### src/rtl/wb_pkg.sv
// Shared writeback-select types and constants: source indices, default widths,
// the writeback beat layout and the skid-buffer occupancy states.
package wb_pkg;

    localparam int SRC_ALU    = 0;
    localparam int SRC_CONCAT = 1;
    localparam int SRC_MEM    = 2;
    localparam int SRC_IMM    = 3;

    localparam int WB_DATA_W = 32;
    localparam int WB_ADDR_W = 5;

    typedef struct packed {
        logic [WB_DATA_W-1:0] data;
        logic [WB_ADDR_W-1:0] addr;
        logic                 we;
    } wb_beat_t;

    typedef enum logic [1:0] {
        SKID_EMPTY = 2'd0,
        SKID_ONE   = 2'd1,
        SKID_FULL  = 2'd2
    } skid_state_e;

    // Register-file write enable after the optional r0 suppression.
    function automatic logic wb_we(input logic we, input logic addr_zero, input logic r0_discard);
        return we & ~(r0_discard & addr_zero);
    endfunction

endpackage

### src/rtl/wb_select_stage_if.sv
// Source/result handshake bundle of the writeback select stage; the stage takes
// the slave side. sel_err exists only with WB_SEL_CHECK_EN.
interface wb_select_stage_if #(
    parameter int NUM_SRC = 4,
    parameter int DATA_W  = 32,
    parameter int ADDR_W  = 5,
    parameter int SEL_W   = 2
);
    logic [NUM_SRC*DATA_W-1:0] src_data;
    logic [SEL_W-1:0]          sel;
    logic [ADDR_W-1:0]         in_addr;
    logic                      in_we;
    logic                      in_valid;
    logic                      in_ready;
    logic [DATA_W-1:0]         out_data;
    logic [ADDR_W-1:0]         out_addr;
    logic                      out_we;
    logic                      out_valid;
    logic                      out_ready;
`ifdef WB_SEL_CHECK_EN
    logic                      sel_err;
`endif

    modport master (
        output src_data, sel, in_addr, in_we, in_valid, out_ready,
        input  in_ready, out_data, out_addr, out_we, out_valid
`ifdef WB_SEL_CHECK_EN
        , input sel_err
`endif
    );

    modport slave (
        input  src_data, sel, in_addr, in_we, in_valid, out_ready,
        output in_ready, out_data, out_addr, out_we, out_valid
`ifdef WB_SEL_CHECK_EN
        , output sel_err
`endif
    );

endinterface

### src/rtl/wb_skid_buffer.sv
// Generic 2-entry valid/ready register slice. in_ready is a flop so the
// upstream path never sees out_ready combinationally.
module wb_skid_buffer
    import wb_pkg::*;
#(
    parameter int W = 8
) (
    input  logic         clk,
    input  logic         rst,
    input  logic         in_valid_i,
    output logic         in_ready_o,
    input  logic [W-1:0] in_data_i,
    output logic         out_valid_o,
    input  logic         out_ready_i,
    output logic [W-1:0] out_data_o
);

    skid_state_e  state_q, state_d;
    logic [W-1:0] out_q, out_d;
    logic [W-1:0] skid_q, skid_d;
    logic         rdy_q, rdy_d;
    logic         acc, cons;

    assign out_valid_o = (state_q != SKID_EMPTY);
    assign out_data_o  = out_q;
    assign in_ready_o  = rdy_q;
    assign acc         = in_valid_i & rdy_q;
    assign cons        = out_valid_o & out_ready_i;

    always_ff @(posedge clk) begin
        if (rst) begin
            state_q <= SKID_EMPTY;
            out_q   <= '0;
            skid_q  <= '0;
            rdy_q   <= 1'b0;
        end else begin
            state_q <= state_d;
            out_q   <= out_d;
            skid_q  <= skid_d;
            rdy_q   <= rdy_d;
        end
    end

    always_comb begin
        state_d = state_q;
        out_d   = out_q;
        skid_d  = skid_q;
        case (state_q)
            SKID_EMPTY: begin
                if (acc) begin
                    out_d   = in_data_i;
                    state_d = SKID_ONE;
                end
            end
            SKID_ONE: begin
                if (acc && cons) begin
                    out_d = in_data_i;
                end else if (acc) begin
                    skid_d  = in_data_i;
                    state_d = SKID_FULL;
                end else if (cons) begin
                    state_d = SKID_EMPTY;
                end
            end
            SKID_FULL: begin
                // rdy_q is low here, so no new beat can arrive alongside the refill
                if (cons) begin
                    out_d   = skid_q;
                    state_d = SKID_ONE;
                end
            end
            default: state_d = SKID_EMPTY;
        endcase
        rdy_d = (state_d != SKID_FULL);
    end

endmodule

### src/rtl/wb_select_stage.sv
// Writeback select stage: source mux + r0 write suppression feeding a skid slice.
// Optional WB_SEL_CHECK_EN drops beats with sel >= NUM_SRC and raises sticky sel_err.
module wb_select_stage
    import wb_pkg::*;
#(
    parameter int NUM_SRC    = 4,
    parameter int DATA_W     = WB_DATA_W,
    parameter int ADDR_W     = WB_ADDR_W,
    parameter int SEL_W      = 2,
    parameter int R0_DISCARD = 1
) (
    input logic              clk,
    input logic              rst,
    wb_select_stage_if.slave bus
);

    typedef struct packed {
        logic [DATA_W-1:0] data;
        logic [ADDR_W-1:0] addr;
        logic              we;
    } beat_t;

    localparam int PAY_W = $bits(beat_t);

    logic [DATA_W-1:0] sel_data;
    beat_t             beat_in, beat_out;
    logic              fwd_valid;
    logic              stg_ready, stg_valid;

    // Out-of-range selects fall back to source 0.
    always_comb begin
        sel_data = bus.src_data[DATA_W-1:0];
        for (int i = 1; i < NUM_SRC; i++)
            if (int'(bus.sel) == i) sel_data = bus.src_data[i*DATA_W +: DATA_W];
    end

    always_comb begin
        beat_in.data = sel_data;
        beat_in.addr = bus.in_addr;
        beat_in.we   = wb_we(bus.in_we, bus.in_addr == '0, R0_DISCARD != 0);
    end

`ifdef WB_SEL_CHECK_EN
    logic sel_legal;
    logic sel_err_q;

    assign sel_legal = (int'(bus.sel) < NUM_SRC);
    // An illegal beat still completes the input handshake; it just never reaches the slice.
    assign fwd_valid = bus.in_valid & sel_legal;

    always_ff @(posedge clk) begin
        if (rst)
            sel_err_q <= 1'b0;
        else if (bus.in_valid && stg_ready && !sel_legal)
            sel_err_q <= 1'b1;
    end

    assign bus.sel_err = sel_err_q;
`else
    assign fwd_valid = bus.in_valid;
`endif

    wb_skid_buffer #(
        .W (PAY_W)
    ) u_skid (
        .clk         (clk),
        .rst         (rst),
        .in_valid_i  (fwd_valid),
        .in_ready_o  (stg_ready),
        .in_data_i   (beat_in),
        .out_valid_o (stg_valid),
        .out_ready_i (bus.out_ready),
        .out_data_o  (beat_out)
    );

    assign bus.in_ready  = stg_ready;
    assign bus.out_valid = stg_valid;
    assign bus.out_data  = beat_out.data;
    assign bus.out_addr  = beat_out.addr;
    assign bus.out_we    = beat_out.we;

endmodule
### src/flat_wrapper.sv
// flat-port wrapper written by rule: the top's interface ports become plain ports
module wb_select_stage_flat import wb_pkg::*;
#(
    parameter int NUM_SRC    = 4,
    parameter int DATA_W     = WB_DATA_W,
    parameter int ADDR_W     = WB_ADDR_W,
    parameter int SEL_W      = 2,
    parameter int R0_DISCARD = 1
)
  (clk, rst, bus_src_data, bus_sel, bus_in_addr, bus_in_we, bus_in_valid, bus_out_ready, bus_in_ready, bus_out_data, bus_out_addr, bus_out_we, bus_out_valid);
  wb_select_stage_if #(.NUM_SRC(NUM_SRC), .DATA_W(DATA_W), .ADDR_W(ADDR_W), .SEL_W(SEL_W)) bus_i ();
  input logic clk;
  input logic rst;
  input wire logic [$bits(bus_i.src_data)-1:0] bus_src_data;
  input wire logic [$bits(bus_i.sel)-1:0] bus_sel;
  input wire logic [$bits(bus_i.in_addr)-1:0] bus_in_addr;
  input wire logic [$bits(bus_i.in_we)-1:0] bus_in_we;
  input wire logic [$bits(bus_i.in_valid)-1:0] bus_in_valid;
  input wire logic [$bits(bus_i.out_ready)-1:0] bus_out_ready;
  output wire logic [$bits(bus_i.in_ready)-1:0] bus_in_ready;
  output wire logic [$bits(bus_i.out_data)-1:0] bus_out_data;
  output wire logic [$bits(bus_i.out_addr)-1:0] bus_out_addr;
  output wire logic [$bits(bus_i.out_we)-1:0] bus_out_we;
  output wire logic [$bits(bus_i.out_valid)-1:0] bus_out_valid;
  assign bus_i.src_data = bus_src_data;
  assign bus_i.sel = bus_sel;
  assign bus_i.in_addr = bus_in_addr;
  assign bus_i.in_we = bus_in_we;
  assign bus_i.in_valid = bus_in_valid;
  assign bus_i.out_ready = bus_out_ready;
  assign bus_in_ready = bus_i.in_ready;
  assign bus_out_data = bus_i.out_data;
  assign bus_out_addr = bus_i.out_addr;
  assign bus_out_we = bus_i.out_we;
  assign bus_out_valid = bus_i.out_valid;
  wb_select_stage #(.NUM_SRC(NUM_SRC), .DATA_W(DATA_W), .ADDR_W(ADDR_W), .SEL_W(SEL_W), .R0_DISCARD(R0_DISCARD)) u_core (.clk(clk), .rst(rst), .bus(bus_i));
endmodule
### config.mk
export PLATFORM = sky130hd
export DESIGN_NAME = wb_select_stage_flat
export DESIGN_NICKNAME = d
export VERILOG_FILES = /design/src/rtl/wb_pkg.sv /design/src/rtl/wb_select_stage_if.sv /design/src/rtl/wb_skid_buffer.sv /design/src/rtl/wb_select_stage.sv /design/src/flat_wrapper.sv
export SDC_FILE = /design/constraint.sdc
export NUM_CORES = 1
export LEC_CHECK = 0
export BUFFER_PORTS_ARGS = -buffer_cell sky130_fd_sc_hd__buf_2
export CORE_MARGIN = 1
export CORE_UTILIZATION = 25
export DETAILED_ROUTE_END_ITERATION = 10
export PLACE_DENSITY_LB_ADDON = 0.2
export SLEW_MARGIN = 30
export SYNTH_ARGS = -nofsm -noshare
export SYNTH_HDL_FRONTEND = slang
export SYNTH_SLANG_ARGS = --single-unit
### constraint.sdc
create_clock -name clk -period 3.1 [get_ports clk]
set_clock_uncertainty 0.2 [all_clocks]
set_input_delay 0.31 -clock clk [delete_from_list [all_inputs] [get_ports clk]]
set_output_delay 0.31 -clock clk [all_outputs]
set_load 0.05 [all_outputs]
Word level (Yosys, flattened, before mapping)
Cells that the tools add are included.
- register bits after elaboration: 79
- input bits: 140
- output and inout bits: 40
- logic and storage cells: 38
- equal/unequal tests: 9
- multiplexer cells: 13
- bitwise gates (word level): 5
- reductions and logical operators: 7
- operators by type and width (kind ; count):
    $mux 38 ; 3
    $pmux 38 s3 ; 1
    $mux 32 ; 3
    $mux 2 ; 5
    $ne 2x2->1 const B ; 4
    $eq 2x2->1 const B ; 3
    $pmux 2 s3 ; 1
    $logic_not 5->1 ; 1
    $eq 2x1->1 const B ; 2
    $reduce_and 4->1 ; 1
    $and 1x1->1 ; 3
    $reduce_and 3->1 ; 1
    $reduce_bool 3->1 ; 1
    $logic_not 2->1 ; 1
    $not 1->1 ; 2
    $reduce_bool 2->1 ; 1
    $logic_and 1x1->1 ; 1

Logic depth before layout (Yosys ltp)
- depth after elaboration: 7
- gate-level depth with buffers: 7
- mapped depth without buffers: 4

By module
Synthesis repeated with hierarchy kept, for this count alone.
- cell total of the unflattened synthesis: 392
- area, all modules: 4137.7 um2
- modules (own cells, without submodules) (module ; times used ; cells an instance ; area each (um2)):
    wb_skid_buffer ; 1 ; 351 ; 3308.2
    wb_select_stage ; 1 ; 41 ; 829.5

Worst setup path before layout
No wires, ideal clock.
- kind: register -> register
- start: register u_core.u_skid.rdy_q, in the netlist u_core.u_skid.in_ready_o
- end: register u_core.u_skid.skid_q[10]
- arrival time: 1.842 ns
- required time: 2.783 ns
- slack: 0.942 ns
- cell stages (with the launch flop): 6
- buffers on the path: 1
- period minus slack after synthesis: 2.158 ns
- cell sequence: dfxtp_1 -> nand2_1 -> nor3b_4 -> nor2_1 -> buf_2 -> a22o_1
- word-level cells in the longest chain between the ends: 4
- RTL lines (what ; RTL line ; RTL):
    start: declaration ; wb_skid_buffer.sv:21 ; logic rdy_q, rdy_d;
    start signal: assignment ; wb_skid_buffer.sv:40 ; rdy_q <= rdy_d;
    $and 1x1->1 * ; wb_skid_buffer.sv:27 ; assign acc = in_valid_i & rdy_q;
    $logic_and 1x1->1 ; wb_skid_buffer.sv:56 ; if (acc && cons) begin
    $not 1->1 (no line) ; n/a ;
    $reduce_and 3->1 (no line) * ; n/a ;
    end signal: assignment ; wb_skid_buffer.sv:39 ; skid_q <= skid_d;
    end: declaration ; wb_skid_buffer.sv:20 ; logic [W-1:0] skid_q, skid_d;
Mark *: on every way between the ends. The rest lies on a longest branch, timed or not.
A chain may end at the register's enable or synchronous reset.

Final worst setup path
- start: register u_core.u_skid.state_q[1]
- end: register u_core.u_skid.out_q[36], in the netlist u_core.u_skid.out_data_o[36]
- word-level cells in the longest chain between the ends: 5
- RTL lines (what ; RTL line ; RTL):
    start: declaration ; wb_skid_buffer.sv:18 ; skid_state_e state_q, state_d;
    start signal: assignment ; wb_skid_buffer.sv:37 ; state_q <= state_d;
    $reduce_bool 2->1 ; wb_skid_buffer.sv:24 ; assign out_valid_o = (state_q != SKID_EMPTY);
    $and 1x1->1 ; wb_skid_buffer.sv:28 ; assign cons = out_valid_o & out_ready_i;
    $logic_and 1x1->1 ; wb_skid_buffer.sv:56 ;
    $ne 2x2->1 (no line) ; n/a ;
    $reduce_and 4->1 (no line) ; n/a ;
    end signal: assignment ; wb_skid_buffer.sv:38 ; out_q <= out_d;
    end: declaration ; wb_skid_buffer.sv:19 ; logic [W-1:0] out_q, out_d;
Several ways; a longest one is shown, not always the timed one.

==> summary by stage <==
Floorplanning
The number of rows created at floorplan is 48. The area enclosed by the die boundary is around 0.018 sq mm. The floorplan step set the die height to around 130 microns. The area of the core region is between 0.015 and 0.02 sq mm. During I/O placement, the number of pins put on the boundary was 180. The starting utilization of the core area is approximately 26%. The die span in x is ~130 microns.

Yosys
Summing every instance area after synthesis gives 0.004407 sq mm. The most used flip-flop cell after synthesis is sky130_fd_sc_hd__dfxtp_1. Sorting the synthesized cells by how often they occur yields sky130_fd_sc_hd__mux2i_1 (102), sky130_fd_sc_hd__dfxtp_1 (79), sky130_fd_sc_hd__nor3_1 (65). Of the post-synthesis cell area, the dominant cell type holds a little over a third. After synthesis, the netlist uses 29 different library cells. The post-synthesis net count is a little over 600. Ranked by total cell area, the synthesized netlist is headed by sky130_fd_sc_hd__dfxtp_1 (36%), sky130_fd_sc_hd__mux2i_1 (23%), sky130_fd_sc_hd__nor3_1 (7.4%), sky130_fd_sc_hd__a2111oi_0 (6.4%), sky130_fd_sc_hd__a22o_1 (6.4%). In this run, synthesis inferred 0 flip-flops with an integrated enable. The share of async-settable or async-resettable flops after synthesis is 0%.

The number of cells produced by synthesis is approximately 480. The synthesis-stage register bit count is roughly 80. Of all cell types, the one taking the most synthesized area is sky130_fd_sc_hd__dfxtp_1. The most repeated cell in the gate-level netlist after synthesis is sky130_fd_sc_hd__mux2i_1. The mean area per synthesized cell is ~9.3 sq um. Yosys printed 0 warnings. Summing the sequential cell areas from Yosys gives about 36% of the chip area.

Place
Port buffering added approximately 180 buffers. The congestion estimate from routability-driven global placement came to between 0.7 and 0.8. The number of placed instances with taps included is between 800 and 900. The half-perimeter wire length after detailed placement is approximately 9400 microns.

CTS
The post-cts resize count is 0. The worst-skew pair later-pin latency is 340 ps. CTS saw 79 sinks. The clock slew at the register clock pins of the worst setup and hold paths is ~70 ps. The number of H-tree levels is 3.

The hold-fix buffer count after cts is 0. The cell at the root of the clock tree is sky130_fd_sc_hd__clkbuf_16. The clock tree from TritonCTS is done. The buffers inserted during post-CTS setup optimization is 0. Counting along the longest clock path gives a buffer depth of 2. The TritonCTS buffer count is 9.

Worst setup path
For this run, the slowest stage of the critical path takes between 500 and 600 ps. The peak fanout along the critical path is 24. The critical path is of the flop to flop type. The critical path goes through nor2b_4 -> buf_4 -> nor3_1 -> a2111oi_0 -> nor3_1. Among cell families on the critical path, the largest total delay comes from simple AND/OR/NAND/NOR gates. STA classifies the critical path endpoint as a flop.

The most frequent cell on the critical path is sky130_fd_sc_hd__nor3_1. The count of buffer and inverter cells on the critical path is 1. The arrival time of the worst setup path is 2440 ps. The largest individual stage delay along the critical path comes from the cell sky130_fd_sc_hd__dfxtp_1. The required time of the critical path is slightly above 3000 ps.

The nature of the critical path startpoint is a flop.

Flow run
The number of maximum-capacitance violations is 0.

Routing
The initial detailed-routing violation count is approximately 140. The total length of routed wires is about 13,000 microns. The post-detailed-route wirelength per cell is 15.44 microns.

The via density per instance is 4.853. The detail route stage leaves a number of antenna-violating nets equal to 0. The total via count after detailed routing is 4,174. The number of detailed-routing iterations run before antenna repair is 6. The number of remaining DRC errors is 0.

Layout
The area of the multi-input gates is around 0.0026 sq mm. Summing all flip-flop and latch instances after layout gives approximately 0.0016 sq mm. The net count of the finished layout is 770. The area growth from synthesis to layout is 33.25%.

The post-route netlist has around 34% of its cells at a drive strength greater than 1. The fill cell instance count of the final layout is approximately 1,800. Cells fill about a third of the core in the end. The number of antenna diodes in the final layout is 0. The number of non-filler instances in the completed layout is 860.

Power
Across the VDD grid, the largest voltage drop is approximately 0.26 mV. The leakage power figure is 2.648 nW. Power spread over the standard cell area amounts to 491.7 mW/mm^2. The overall power of the completed layout is ~2.9 mW.

STA
Summed over all failing endpoints, the final setup total negative slack is 0 ps. Setup violations remaining at the end of the flow were counted as 0. Setup repair after global routing left no endpoint under its margin. Derived from the worst setup path, the maximum achievable clock frequency is ~0.4 GHz.

Final hold analysis gives a worst-case slack of approximately 27 ps. The total count of max-transition violations in the final report is 0. The final clock period utilization by the worst path is about four fifths. For the pin with the worst max-slew slack, the measured transition is 722.6 ps.

The final hold violation count is 0. The minimum clock period after layout is approximately 2400 ps. Headroom to the max-slew limit came out at between 50% and 60%.

Global route
The number of global-route vias before repair is a little under 4,000. For this run, the total global-route usage over all layers was measured as roughly 15%. The maximum number of pins on one net before global-route repair is 93. The first-pass GRT wire length is just over 20,000 microns. The number of antenna violations at the first check in global routing is 0. Summed over all layers, the global routing overflow is 0.

Min path
The path class of the lowest-slack min-delay path is primary input to flop.

Run status
The run finished with clean final reports.
==> stage by stage <==
stage / cell area [sq um] / setup WS (ps)
3_5_place_dp: 5539 / 674.4
5_1_grt: 5872 / 482.1
4_1_cts: 5868 / 654.3
2_1_floorplan: 4407 / 941.6
6_report: 5872 / 670.0
3_3_place_gp: 5489 / 549.9
==> final timing paths <==
kind                                from                      endpoint  slack, ps  cells after the start
max             u_core.u_skid.state_q[1]  u_core.u_skid.out_data_o[36]        670                      5
min                            bus_in_we       u_core.u_skid.skid_q[0]         30                      2
max reg2reg     u_core.u_skid.state_q[1]  u_core.u_skid.out_data_o[36]        670                      5
min reg2reg  u_core.u_skid.out_data_o[0]   u_core.u_skid.out_data_o[0]        270                      2
==> worst reg2reg max path: cells and delay by family, from the launching register on <==
family                 cells  cell delay [ps]
AOI/OAI and AO/OA          1              530
buffers and inverters      1              330
DFF                        1              590
and+or+nand+nor            3              640
==> per-layer routing <==
layer | track usage (%) | vias to the layer above | wire length, microns
met5 | 0 | - | 0
met4 | 4.931 | 0 | 139
met3 | 3.716 | 9 | 776
met2 | 23.88 | 135 | 6182
met1 | 18.67 | 1927 | 6178
li1 | - | 2103 | -
==> cell families (layout without fill, tap and decap cells) <==
| logic type | Yosys count | in the layout | share of synthesized area, % |
|---|---|---|---|
| AND/OR/NAND/NOR | 166 | 166 | 19.62 |
| multiplexers | 103 | 103 | 23.42 |
| flip-flops | 79 | 79 | 35.89 |
| AO/OA/AOI/OAI | 77 | 77 | 15.19 |
| buffers and inverters | 50 | 210 | 5.877 |
==> final cells by class <==
type	count	area share [%]
multi-input combinational	346	44.24
sequential	79	26.93
timing repair buffer	194	18.43
tap	225	4.794
clock buffer	9	3.836
clock inverter	7	1.769
==> report_power, final <==
part           internal (mW)  leakage [nW]  switching, mW  total (mW)
clock                  0.715         0.154          0.461        1.18
sequential              1.06         0.644         0.0288        1.09
combinational          0.235          1.85          0.385       0.620
total                   2.01          2.65          0.874        2.89
==> placed cells by master (no fill, tap or decap), types with 2 or more instances in the layout <==
cell / instances
sky130_fd_sc_hd__nand2_1: 14
sky130_fd_sc_hd__a21oi_1: 2
sky130_fd_sc_hd__bufinv_16: 2
sky130_fd_sc_hd__buf_12: 3
sky130_fd_sc_hd__dfxtp_1: 79
sky130_fd_sc_hd__nor3b_1: 32
sky130_fd_sc_hd__nor2b_4: 2
sky130_fd_sc_hd__clkinvlp_4: 2
sky130_fd_sc_hd__buf_4: 10
sky130_fd_sc_hd__a22o_1: 32
sky130_fd_sc_hd__buf_6: 3
sky130_fd_sc_hd__buf_2: 177
sky130_fd_sc_hd__a311oi_1: 5
sky130_fd_sc_hd__clkbuf_16: 9
sky130_fd_sc_hd__nor3_1: 65
sky130_fd_sc_hd__mux2i_1: 102
sky130_fd_sc_hd__nor2_1: 45
sky130_fd_sc_hd__a2111oi_0: 32
==> registers in the layout, summed over array words and instances, names as in the netlist <==
signal / cells
u_core.u_skid.in_ready_o: 1
u_core.u_skid.out_data_o: 38
u_core.u_skid.skid_q: 38
u_core.u_skid.state_q: 2
Power figures use the tool's default switching activity.
